File: src/rtl/random_range_gen.sv
// random_range_gen: LFSR-driven generator of uniform random numbers below a requested bound.
module random_range_gen #(
  parameter int               WIDTH        = 13,
  parameter logic [WIDTH-1:0] TAPS         = 13'h100D,
  parameter int               SHIFTS       = 13,
  parameter logic [WIDTH-1:0] DEFAULT_SEED = 13'h1ACE
) (
  input  logic             clk,
  input  logic             rst,
  input  logic             seed_load,
  input  logic [WIDTH-1:0] seed,
  input  logic             req,
  input  logic [WIDTH-1:0] range,
  output logic [WIDTH-1:0] rnd,
  output logic             valid,
  output logic             busy
);
  localparam int CW = SHIFTS > 1 ? $clog2(SHIFTS) : 1;
  typedef enum logic {IDLE, WAIT} state_t;
  state_t           r_state, w_next;
  logic [WIDTH-1:0] r_lfsr, r_rnd, r_range, r_mask, w_mask, w_cand;
  logic [CW-1:0]    r_cnt;
  logic             r_valid, w_fb, w_tick, w_hit, w_acc;
  always_comb begin
    w_fb   = ^(r_lfsr & TAPS);
    w_tick = !seed_load && r_cnt == CW'(SHIFTS - 1);
    w_cand = r_lfsr & r_mask;
    w_hit  = r_state == WAIT && w_tick && (r_range == '0 || w_cand < r_range);
    w_acc  = r_state == IDLE && !r_valid && req;
    w_next = w_acc ? WAIT : w_hit ? IDLE : r_state;
    // smear range-1 right so every bit below its MSB is set: smallest 2^k-1 >= range-1
    w_mask = range - WIDTH'(1);
    for (int i = 0; i < WIDTH; i++) w_mask = w_mask | (w_mask >> 1);
  end
  always_ff @(posedge clk) begin
    if (rst) begin
      r_state <= IDLE;
      r_lfsr  <= DEFAULT_SEED;
      r_cnt   <= '0;
      r_rnd   <= '0;
      r_valid <= 1'b0;
      r_range <= '0;
      r_mask  <= '0;
    end else begin
      r_state <= w_next;
      r_valid <= w_hit;
      if (w_hit) r_rnd <= w_cand;
      if (w_acc) begin
        r_range <= range;
        r_mask  <= w_mask;
      end
      r_lfsr <= seed_load ? (seed == '0 ? DEFAULT_SEED : seed) :
                r_lfsr == '0 ? DEFAULT_SEED : {r_lfsr[WIDTH-2:0], w_fb};
      r_cnt  <= (seed_load || r_cnt == CW'(SHIFTS - 1)) ? '0 : r_cnt + 1'b1;
    end
  end
  assign rnd   = r_rnd;
  assign valid = r_valid;
  assign busy  = r_state == WAIT || r_valid;
endmodule

File: config.mk
export PLATFORM = sky130hd
export DESIGN_NAME = random_range_gen
export DESIGN_NICKNAME = d
export VERILOG_FILES = /design/src/rtl/random_range_gen.sv
export SDC_FILE = /design/constraint.sdc
export NUM_CORES = 1
export LEC_CHECK = 0
export ABC_AREA = 0
export CAP_MARGIN = 15
export CORE_MARGIN = 8
export CORE_UTILIZATION = 30
export DETAILED_ROUTE_END_ITERATION = 10
export PLACE_DENSITY_LB_ADDON = 0.25
export SYNTH_ARGS = -nofsm -noshare
export SYNTH_HDL_FRONTEND = slang
export SYNTH_SLANG_ARGS = --single-unit
File: constraint.sdc
create_clock -name clk -period 4.2 [get_ports clk]
set_clock_uncertainty 0.15 [all_clocks]
set_input_delay 0.84 -clock clk [delete_from_list [all_inputs] [get_ports clk]]
set_output_delay 0.84 -clock clk [all_outputs]
set_load 0.05 [all_outputs]
==> impl_metrics.env <==
export IMPL_tns_ns=0
export IMPL_coreArea_sq_um=11300
export IMPL_path_clk_slew_ns=0.05
export IMPL_dpl_cell_area_sq_um=3970
export IMPL_hold_class="register to register"
export IMPL_setup_viol=0
export IMPL_crit_path_max_incr_delay_ns=0.58
export IMPL_areaGrowthSynthToFinish_pct=24.7
export IMPL_dr_wl_met3_um=499
export IMPL_wl_per_cell_um=16.6
export IMPL_routedLengthMet1_um=4870
export IMPL_p_total_w=0.00161
export IMPL_start_util_pct=30.4
export IMPL_cts_tree="built"
export IMPL_synth_edf_count=0
export IMPL_row_count=39
export IMPL_cp_start_kind="input pin"
export IMPL_vias=3284
export IMPL_post_route_min_period_ns=3.39
export IMPL_synth_area_sq_um=3430
export IMPL_reg2regPathDepth=7
export IMPL_crit_required_ns=4.23
export IMPL_grt_pass1_wl_um=16400
export IMPL_synth_main_ff_cell="dfxtp_1"
export IMPL_synth_async_reset_ratio_pct=0
export IMPL_ys_warn_count=0
export IMPL_power_density_nw_per_um2=376
export IMPL_synth_area_leaders="dfxtp_1 34%, ha_1 6.2%, nor3b_1 5.5%, nand2_1 4.7%, o21ai_0 4.4%"
export IMPL_synth_top_area_cell="dfxtp_1"
export IMPL_antenna_found_initial=0
export IMPL_max_vdd_ir_drop_mv=0.177
export IMPL_tightest_slew_ns=0.981
export IMPL_die_height_um=123
export IMPL_outcome="completed"
export IMPL_drv_cap=0
export IMPL_drc=0
export IMPL_syn_area_per_cell_sq_um=8.11
export IMPL_htree_levels=3
export IMPL_r2r_slack_ns=1.61
export IMPL_numCtsBuffers=9
export IMPL_end_kind="register"
export IMPL_r2r_start="r_lfsr[10]"
export IMPL_dieArea_sq_um=15100
export IMPL_critPathKind="input pin to register"
export IMPL_cts_buffer_depth=2
export IMPL_synthCells=423
export IMPL_arrival_ns=3.42
export IMPL_period_share_pct=80.6
export IMPL_grt_overflow=0
export IMPL_io_pins=45
export IMPL_cts_root_buf="clkbuf_16"
export IMPL_routed_via_density=5.44
export IMPL_hp_start="r_range[1]"
export IMPL_hold_viol_final=0
export IMPL_hold_buffers=0
export IMPL_yosysSeqAreaShare_pct=33.9
export IMPL_rsz0062_at_grt="false"
export IMPL_place_congestion=0.825
export IMPL_port_buffers=44
export IMPL_wl_um=10000
export IMPL_grt_usage_pct=13.6
export IMPL_min_path_cells=2
export IMPL_r2r_end="rnd[11]"
export IMPL_drtAntennaViolNets=0
export IMPL_grt_pass1_vias=3236
export IMPL_fmax_mhz=295
export IMPL_cp_cell_sequence="clkdlybuf4s50_1, inv_1, ha_1, nor3b_2, nand4_1, mux2i_1, nor4_4, a31oi_1"
export IMPL_die_width_um=123
export IMPL_clock_sinks=58
export IMPL_whs_endpoint="r_range[1]"
export IMPL_relSlewSlack_pct=34.6
export IMPL_layout_drive_gt1_share_pct=8.46
export IMPL_ctsResizeCount=0
export IMPL_fillers=1156
export IMPL_wl_met2_um=4480
export IMPL_slowest_stage="nor4_4"
export IMPL_synth_top_cell_area_share_pct=33.9
export IMPL_clock_latency_ns=0.33
export IMPL_routed_top_layer="met4"
export IMPL_syn_nets=470
export IMPL_synth_cell_types=55
export IMPL_drtIter0Drc=346
export IMPL_final_nets=503
export IMPL_hpwlAfterDp_um=7140
export IMPL_synth_seq_cells=58
export IMPL_crit_fanout=9
export IMPL_cellLeakagePower_nw=1.56
export IMPL_drt_pass1_iterations=5
export IMPL_drv_slew=0
export IMPL_post_cts_buffers=0
export IMPL_grt_max_degree=46
export IMPL_insertedDiodeCount=0
export IMPL_postLayoutCellArea_sq_um=4280
## cell type report
| type | count | area (sq um) | area share (%) |
|---|---|---|---|
| clock buffers | 9 | 225 | 5.27 |
| clock inverters | 7 | 78.8 | 1.84 |
| inverters | 21 | 78.8 | 1.84 |
| multi-input cells | 315 | 2060 | 48.2 |
| flip-flops and latches | 58 | 1160 | 27.2 |
| well taps | 143 | 179 | 4.18 |
| repair buffers | 51 | 493 | 11.5 |
## critical path: cells and delay by family
| kind | cells | cell delay [ns] |
|---|---|---|
| and+or+nand+nor | 3 | 1.22 |
| buffers and inverters | 2 | 0.70 |
| adders and majority gates | 1 | 0.28 |
| muxes | 1 | 0.23 |
| AOI/OAI and AO/OA | 1 | 0.14 |
## Yosys cell counts (all sizes together) (5+ instances only)
| library cell | count |
|---|---|
| a21oi | 27 |
| a32oi | 13 |
| and2 | 13 |
| buf | 8 |
| clkbuf | 21 |
| dfxtp | 58 |
| ha | 17 |
| inv | 20 |
| nand2 | 43 |
| nand3 | 28 |
| nand3b | 6 |
| nand4 | 5 |
| nor2 | 22 |
| nor3 | 9 |
| nor3b | 27 |
| nor4 | 15 |
| o21a | 5 |
| o21ai | 30 |
| o22ai | 9 |
## flip-flops by register name, indices dropped and copies added, names as in the netlist
register,cells
r_range,13
r_lfsr,13
r_state,1
valid,1
r_mask,13
r_cnt,4
rnd,13
## cells in the final DEF, fill, tap and decap left out, drive strengths merged, types with 2 or more instances in the layout
cell type / n
nor3: 9
or2: 2
inv: 21
nand3: 28
mux2i: 4
a22oi: 2
or4: 3
nand2: 43
clkdlybuf4s50: 44
dfxtp: 58
or3b: 2
a31oi: 3
nand2b: 2
nor4: 15
o21ai: 30
xnor2: 4
nor2: 22
or3: 3
clkbuf: 9
nand4: 5
ha: 17
buf: 7
nand3b: 6
nor4b: 2
and2: 13
xor2: 4
a32oi: 13
o21a: 5
a21oi: 27
clkinvlp: 3
clkinv: 3
o22ai: 9
nor3b: 27
## worst max path at each step
stage,start,to,slack [ns],depth (start not counted)
CTS,range[1],r_mask[6],0.87,8
floorplan,range[1],r_mask[6],1.37,8
detailed placement,range[1],r_mask[6],0.52,8
global route,range[1],r_mask[0],0.57,8
finish,range[1],r_mask[6],0.81,8
global placement,range[1],r_mask[6],0.68,8
## through the flow
stage / worst slack (ns) / hold WS (ns) / utilization (%) / instances
6_report: 0.813 / 0.321 / 37.9 / 604
5_1_grt: 0.571 / 0.349 / 37.9 / 604
4_1_cts: 0.872 / 0.323 / 37.9 / 604
3_5_place_dp: 0.520 / 0.316 / 35.2 / 588
3_3_place_gp: 0.681 / 0.295 / 35.2 / 588
2_1_floorplan: 1.37 / 0.280 / - / 423
## layer usage
| layer | vias to the layer above | GRT usage (%) |
|---|---|---|
| li1 | 1605 | - |
| met4 | 0 | 5.86 |
| met5 | - | 0 |
| met2 | 98 | 21.2 |
| met3 | 12 | 2.28 |
| met1 | 1569 | 18.2 |
## power by group
group / total [W] / internal, W / leakage [nW] / switching (W)
registers: 0.000603 / 0.000580 / 0.477 / 0.0000225
clock network: 0.000739 / 0.000462 / 0.138 / 0.000277
logic: 0.000266 / 0.000103 / 0.943 / 0.000163
## cell families (layout without fill, tap and decap cells)
family,count (synthesis),after routing,synth area share [%]
xor+xnor,8,8,2.04
compound gates,98,98,18.1
fa+ha+maj,17,17,6.20
simple gates,188,188,32.6
mux,4,4,1.17
buf+inv,50,88,6.06
flops,58,58,33.9
Note: power is estimated with default switching activity, not from simulation.
